<file path="src/rtl/duty_meter_pkg.sv">
// Shared types and constants for the duty-cycle meter: FSM state encoding,
// synchroniser depth bounds and a helper that keeps the depth in range.
package duty_meter_pkg;

  typedef enum logic [1:0] {
    IDLE    = 2'd0,
    MEASURE = 2'd1,
    PUBLISH = 2'd2
  } meter_state_t;

  localparam int unsigned SYNC_STAGES_MIN = 2;
  localparam int unsigned SYNC_STAGES_MAX = 4;

  // Out-of-range depths are pulled back into the supported window.
  function automatic int unsigned clamp_sync(input int unsigned n);
    if (n < SYNC_STAGES_MIN) return SYNC_STAGES_MIN;
    if (n > SYNC_STAGES_MAX) return SYNC_STAGES_MAX;
    return n;
  endfunction

endpackage

</file>
<file path="src/rtl/duty_meter_chan.sv">
// One measurement channel: input synchroniser, saturating high/low counters
// and the window's sat flag. Optional rising-edge counter when
// DUTY_METER_EDGE_CNT_EN is defined.
module duty_meter_chan
  import duty_meter_pkg::*;
#(
  parameter int unsigned CNT_W       = 32,
  parameter int unsigned SYNC_STAGES = 2
) (
  input  logic             sys_clk,
  input  logic             rst,
  input  logic             sig_in,
  input  logic             count_en,
  input  logic             clear,
  output logic [CNT_W-1:0] high_cnt,
  output logic [CNT_W-1:0] low_cnt,
`ifdef DUTY_METER_EDGE_CNT_EN
  output logic [CNT_W-1:0] edge_cnt,
`endif
  output logic             sat
);

  localparam int unsigned DEPTH = clamp_sync(SYNC_STAGES);
  localparam logic [CNT_W-1:0] ONE = {{(CNT_W-1){1'b0}}, 1'b1};

  logic [DEPTH-1:0] sync_q;
  logic             sig_s;
  logic [CNT_W-1:0] high_nxt;
  logic [CNT_W-1:0] low_nxt;
  logic             sat_nxt;

  assign sig_s = sync_q[DEPTH-1];

  // Multi-flop synchroniser for the asynchronous input.
  always_ff @(posedge sys_clk or posedge rst) begin
    if (rst) sync_q <= '0;
    else     sync_q <= {sync_q[DEPTH-2:0], sig_in};
  end

`ifdef DUTY_METER_EDGE_CNT_EN
  logic             sig_prev;
  logic [CNT_W-1:0] edge_nxt;

  // Previous synchronised level, for rising-edge detection.
  always_ff @(posedge sys_clk or posedge rst) begin
    if (rst) sig_prev <= 1'b0;
    else     sig_prev <= sig_s;
  end
`endif

  // Saturating next-count values; a counter reaching all-ones flags the window.
  always_comb begin
    high_nxt = high_cnt;
    low_nxt  = low_cnt;
    sat_nxt  = sat;
`ifdef DUTY_METER_EDGE_CNT_EN
    edge_nxt = edge_cnt;
`endif
    if (count_en) begin
      if (sig_s) begin
        if (high_cnt != '1) high_nxt = high_cnt + ONE;
      end else begin
        if (low_cnt != '1) low_nxt = low_cnt + ONE;
      end
`ifdef DUTY_METER_EDGE_CNT_EN
      if (sig_s && !sig_prev && (edge_cnt != '1)) edge_nxt = edge_cnt + ONE;
      sat_nxt = sat | (&high_nxt) | (&low_nxt) | (&edge_nxt);
`else
      sat_nxt = sat | (&high_nxt) | (&low_nxt);
`endif
    end
  end

  // Working counters: clear on publish, advance while measuring.
  always_ff @(posedge sys_clk or posedge rst) begin
    if (rst) begin
      high_cnt <= '0;
      low_cnt  <= '0;
      sat      <= 1'b0;
    end else if (clear) begin
      high_cnt <= '0;
      low_cnt  <= '0;
      sat      <= 1'b0;
    end else begin
      high_cnt <= high_nxt;
      low_cnt  <= low_nxt;
      sat      <= sat_nxt;
    end
  end

`ifdef DUTY_METER_EDGE_CNT_EN
  // Rising-edge counter, cleared with the other working counters.
  always_ff @(posedge sys_clk or posedge rst) begin
    if (rst)        edge_cnt <= '0;
    else if (clear) edge_cnt <= '0;
    else            edge_cnt <= edge_nxt;
  end
`endif

endmodule

</file>
<file path="src/rtl/duty_cycle_meter_mc.sv">
// Multi-channel duty-cycle meter: gated measurement windows, per-channel
// high/low counts published through a valid/ready result register with
// sticky overrun. Optional feature macro: DUTY_METER_EDGE_CNT_EN (adds res_edges).
module duty_cycle_meter_mc
  import duty_meter_pkg::*;
#(
  parameter int unsigned NUM_CH      = 4,
  parameter int unsigned CNT_W       = 32,
  parameter int unsigned SYNC_STAGES = 2
) (
  input  logic                    sys_clk,
  input  logic                    rst,
  input  logic                    enable,
  input  logic [CNT_W-1:0]        gate_len,
  input  logic [NUM_CH-1:0]       sig_in,
  output logic [NUM_CH*CNT_W-1:0] res_high,
  output logic [NUM_CH*CNT_W-1:0] res_low,
`ifdef DUTY_METER_EDGE_CNT_EN
  output logic [NUM_CH*CNT_W-1:0] res_edges,
`endif
  output logic [NUM_CH-1:0]       res_sat,
  output logic                    res_valid,
  input  logic                    res_ready,
  output logic                    res_overrun,
  output logic                    busy
);

  localparam logic [CNT_W-1:0] ONE = {{(CNT_W-1){1'b0}}, 1'b1};

  meter_state_t     state_q, state_d;
  logic [CNT_W-1:0] win_q;
  logic             load_win;
  logic             count_en;
  logic             publish;

  logic [CNT_W-1:0]  high_w [NUM_CH];
  logic [CNT_W-1:0]  low_w  [NUM_CH];
  logic [NUM_CH-1:0] sat_w;
`ifdef DUTY_METER_EDGE_CNT_EN
  logic [CNT_W-1:0]  edge_w [NUM_CH];
`endif

  // FSM state register.
  always_ff @(posedge sys_clk or posedge rst) begin
    if (rst) state_q <= IDLE;
    else     state_q <= state_d;
  end

  // Next state and per-state strobes; the window reloads straight out of
  // PUBLISH so back-to-back windows lose no cycle.
  always_comb begin
    state_d  = state_q;
    load_win = 1'b0;
    count_en = 1'b0;
    publish  = 1'b0;
    case (state_q)
      IDLE: begin
        if (enable) begin
          state_d  = MEASURE;
          load_win = 1'b1;
        end
      end
      MEASURE: begin
        count_en = 1'b1;
        if (win_q <= ONE) state_d = PUBLISH;
      end
      PUBLISH: begin
        publish = 1'b1;
        if (enable) begin
          state_d  = MEASURE;
          load_win = 1'b1;
        end else begin
          state_d = IDLE;
        end
      end
      default: state_d = IDLE;
    endcase
  end

  // Window length counter; a zero gate length runs a one-cycle window.
  always_ff @(posedge sys_clk or posedge rst) begin
    if (rst)           win_q <= '0;
    else if (load_win) win_q <= (gate_len == '0) ? ONE : gate_len;
    else if (count_en) win_q <= win_q - ONE;
  end

  assign busy = (state_q != IDLE);

  // Channel instances.
  for (genvar g = 0; g < NUM_CH; g++) begin : g_chan
    duty_meter_chan #(
      .CNT_W      (CNT_W),
      .SYNC_STAGES(SYNC_STAGES)
    ) u_chan (
      .sys_clk (sys_clk),
      .rst     (rst),
      .sig_in  (sig_in[g]),
      .count_en(count_en),
      .clear   (publish),
      .high_cnt(high_w[g]),
      .low_cnt (low_w[g]),
`ifdef DUTY_METER_EDGE_CNT_EN
      .edge_cnt(edge_w[g]),
`endif
      .sat     (sat_w[g])
    );
  end

  // Result register with valid/ready handshake and sticky overrun.
  always_ff @(posedge sys_clk or posedge rst) begin
    if (rst) begin
      res_high    <= '0;
      res_low     <= '0;
`ifdef DUTY_METER_EDGE_CNT_EN
      res_edges   <= '0;
`endif
      res_sat     <= '0;
      res_valid   <= 1'b0;
      res_overrun <= 1'b0;
    end else if (publish) begin
      for (int unsigned ch = 0; ch < NUM_CH; ch++) begin
        res_high[ch*CNT_W +: CNT_W]  <= high_w[ch];
        res_low[ch*CNT_W +: CNT_W]   <= low_w[ch];
`ifdef DUTY_METER_EDGE_CNT_EN
        res_edges[ch*CNT_W +: CNT_W] <= edge_w[ch];
`endif
      end
      res_sat   <= sat_w;
      res_valid <= 1'b1;
      if (res_valid && !res_ready) res_overrun <= 1'b1;
    end else if (res_valid && res_ready) begin
      res_valid <= 1'b0;
    end
  end

endmodule

</file>
<file path="config.mk">
export PLATFORM = sky130hd
export DESIGN_NAME = duty_cycle_meter_mc
export DESIGN_NICKNAME = d
export VERILOG_FILES = /design/src/rtl/duty_meter_pkg.sv /design/src/rtl/duty_meter_chan.sv /design/src/rtl/duty_cycle_meter_mc.sv
export SDC_FILE = /design/constraint.sdc
export NUM_CORES = 2
export LEC_CHECK = 0
export CAP_MARGIN = 15
export CORE_MARGIN = 4
export CORE_UTILIZATION = 50
export CTS_BUF_LIST = sky130_fd_sc_hd__clkbuf_4
export CTS_CLUSTER_DIAMETER = 50
export DETAILED_ROUTE_END_ITERATION = 16
export PLACE_DENSITY_LB_ADDON = 0.05
export REMOVE_ABC_BUFFERS = 1
export SYNTH_ARGS = -nofsm -noshare
export SYNTH_HDL_FRONTEND = slang
export SYNTH_SLANG_ARGS = --single-unit
</file>
<file path="constraint.sdc">
create_clock -name sys_clk -period 28.2 [get_ports sys_clk]
set_clock_uncertainty 0.05 [all_clocks]
set_input_delay 5.64 -clock sys_clk [delete_from_list [all_inputs] [get_ports sys_clk]]
set_output_delay 5.64 -clock sys_clk [all_outputs]
set_load 0.01 [all_outputs]
</file>
==> summary.md <==
| Metric | Value |
|---|---|
| Clock-pin slew on the worst setup and hold paths | `0.07 ns` |
| Top_reg_cell synth | `dfrtp_1` |
| Core Footprint | `59400 um^2` |
| YS warnings | `0` |
| Commonest non-fill, non-tap cell in the layout | `dfrtp_1` |
| Area Overhead vs Synth | `17.9%` |
| CTS max path bufs | `3` |
| Sequential share of the synthesized area | `46.8%` |
| Post-Syn Area | `30100 um^2` |
| Relative slew slack | `28.1%` |
| Worst hold path class | `register to register` |
| Status | `finished clean` |
| CTS sink cnt | `564` |
| Final Setup Violations | `0` |
| Required @ worst endpoint | `22.51 ns` |
| All-Layer GR Usage | `25.9%` |
| VDD IR max | `0.0890 mV` |
| Setup TNS | `0 ns` |
| GR Overflow Total | `0` |
| CP Launch Type | `register` |
| Antenna Nets Post-Route | `0` |
| Via count | `26000` |
| Num rows | `89` |
| EDFF count, synth | `0` |
| Placed cell areas | `33500 um^2` |
| Critical R2R Launch | `state_q[0]$_DFFE_PP0P_` |
| Worst hold endpoint | `g_chan[2].u_chan.sync_q[1]$_DFF_PP0_` |
| Max-slew violations | `0` |
| Fmax | `125 MHz` |
| Fin area | `35500 um^2` |
| Die height | `253 um` |
| CP Max Fanout | `6` |
| RD Place Congestion | `0.901` |
| Wire length of the first global-routing pass | `136000 um` |
| Clock network fraction of total power | `29.2%` |
| CTS Hold Bufs | `0` |
| Flop-to-flop setup slack | `24.17 ns` |
| Vias in the first global route | `25400` |
| Crit path setup slack, layout | `20.17 ns` |
| Gate count after technology mapping | `3139` |
| Flop pwr share | `38.1%` |
| Final nets | `3451` |
| Filler Cell Count | `5189` |
| Max-Cap Viols | `0` |
| Switching power | `1.01 mW` |
| Fin cells | `4289` |
| Sw Share | `38.9%` |
| Postcts setup bufs | `0` |
| Wire length per cell | `19.6 um` |
| Leakage | `14.6 nW` |
| Worst path bufs/invs | `3` |
| Hold path cells | `0` |
| Via density | `6.06` |
| FF-to-FF path depth | `10` |
| Worst slew pin tran | `1.05 ns` |
| CTS tree | `done` |
| Initial DRC Count | `2061` |
| Slowest-stage cell, CP | `clkdlybuf4s50_1` |
| RSZ-0062 raised after global routing | `no` |
| Hold Violations, Final | `0` |
| Pint | `1.58 mW` |
| Endpoint class of the critical path | `output port` |
| Worst-Skew Late Latency | `1.00 ns` |
| Tcrit/Tclk final | `28.5%` |
| Most frequent cells in the layout | `dfrtp_1, nand2_1, clkdlybuf4s50_1, mux2_2, o21ai_0` |
| Hold_sp | `g_chan[2].u_chan.sync_q[0]$_DFF_PP0_` |
| WS Path Type | `register to output port` |
| FFs w/ async S/R, synth | `100%` |
| Critical Path Most Common Cell | `inv_1` |
| Max incr delay on CP | `0.53 ns` |
| Initial antenna violation count | `2` |
| Num CTS Buffers | `155` |
| Comb pwr share | `32.7%` |
| Place WS | `19.38 ns` |
| H-Tree Depth | `4` |
| I/O Pins | `303` |
| HPWL Detailed | `55100 um` |
| Remaining DRCs | `0` |
| Reg-to-Reg End | `g_chan[0].u_chan.sat$_DFFE_PP0P_` |
| Netlist cell types | `84` |
| Largest net degree at the start of global routing | `186` |
| Post-Place Cells | `4009` |
| Die width | `253 um` |
| Initial Utilization | `50.8%` |
| CP cell instances | `inv_1 -> ha_4 -> inv_1 -> clkdlybuf4s50_1` |
| Power per cell area | `72.9 nW/um^2` |
| CTS root buf | `clkbuf_4` |
| IO Port Bufs | `302` |
| Layout cells sized above 1 | `16.5%` |
| Die Area | `64300 um^2` |
| Syn_area_per_cell | `9.60 um^2` |
| CP top delay family | `buffers and inverters` |
| Arrival time worst endpoint | `2.34 ns` |
| Routed WL | `84200 um` |
| 1st-pass router iterations | `6` |
| Final Critical Period | `8.03 ns` |
| Register bit total from synthesis | `564` |
| Cts repair resizes | `0` |
==> how the worst max path moves through the flow <==
stage	start	end	slack, ns	cells past startpoint
2_1_floorplan	rst	g_chan[0].u_chan.high_cnt[0]$_DFFE_PP0P_	6.74	1
3_3_place_gp	rst	res_high[114]$_DFFE_PP0P_	19.42	4
3_5_place_dp	rst	res_high[114]$_DFFE_PP0P_	19.38	4
4_1_cts	state_q[0]$_DFFE_PP0P_	busy	20.08	4
5_1_grt	state_q[0]$_DFFE_PP0P_	busy	20.02	4
6_report	state_q[0]$_DFFE_PP0P_	busy	20.17	4
==> synthesized netlist by cell type (all sizes together), types with 27 or more instances <==
library cell | count | area share, %
a22o | 35 | 1.0
o21ai | 242 | 4.0
nor4 | 54 | 1.2
dfrtp | 564 | 47
o31ai | 74 | 1.9
mux2i | 44 | 1.5
and2 | 27 | 0.56
o2bb2ai | 66 | 1.9
nand2 | 334 | 4.2
a21oi | 146 | 2.4
nand4 | 80 | 1.7
nor3 | 98 | 1.7
mux2 | 263 | 9.8
xnor2 | 52 | 1.5
nor2 | 201 | 2.5
xor2 | 31 | 0.90
inv | 60 | 0.75
a31oi | 50 | 1.1
buf | 36 | 0.62
and3 | 58 | 1.2
o22ai | 33 | 0.69
and4 | 28 | 0.81
nand3 | 136 | 2.3
clkbuf | 196 | 2.5
==> layout make-up <==
cell class | count | area [um^2] | area share (%)
sequential | 564 | 14100 | 39.7
clock buffer | 224 | 1680 | 4.73
multi-input combinational | 2283 | 14900 | 41.9
timing repair buffer | 332 | 3280 | 9.24
antenna | 8 | 20.0 | 0.0564
clock inverter | 45 | 318 | 0.895
inverter | 60 | 238 | 0.669
tap | 773 | 967 | 2.72
==> sequential cells by signal (all words and copies together) (netlist names) <==
name / cells
g_chan.u_chan.high_cnt: 128
g_chan.u_chan.low_cnt: 128
res_high: 128
res_low: 128
win_q: 32
g_chan.u_chan.sync_q: 8
g_chan.u_chan.sat: 4
res_sat: 4
state_q: 2
res_overrun: 1
res_valid: 1
==> per-stage QoR <==
step / hold WS, ns / utilization, % / total power, mW
global placement: 0.289 / 56.4 / 1.82
floorplan: 0.281 / - / 1.59
global route: 0.303 / 59.8 / 2.75
finish: 0.304 / 59.8 / 2.59
CTS: 0.310 / 59.8 / 2.61
detailed placement: 0.285 / 56.4 / 1.84
==> layer usage <==
metal | global-route usage, % | vias to the layer above | routed length, um
li1 | - | 12200 | -
met1 | 36.4 | 12700 | 37700
met2 | 39.9 | 918 | 39100
met3 | 5.57 | 138 | 5440
met4 | 9.24 | 0 | 1920
met5 | 0 | - | 0
==> worst reg2reg max path, delay by kind of cell, from the launching register on <==
kind	cells	cell delay, ns
AO/OA/AOI/OAI	1	0.15
flip-flops	1	0.43
adder cells (fa/ha/maj)	1	0.69
AND/OR/NAND/NOR	5	1.60
buffers and inverters	3	1.03
==> power groups by stage <==
stage	Clock [mW]	Sequential [mW]	Combinational [mW]
after floorplan	0	0.980	0.611
after global placement	0	0.994	0.825
after detailed placement	0	0.998	0.842
after CTS	0.779	0.984	0.845
after global routing	0.827	0.997	0.923
final	0.755	0.986	0.847
==> kinds of logic after synthesis <==
kind of cell | synth area share [%]
xor+xnor | 2.41
buf+inv | 3.83
simple gates | 18.7
fa+ha+maj | 0.623
flops | 46.8
compound gates | 16.3
mux | 11.3
No activity file was read; power rests on OpenSTA's default activity.
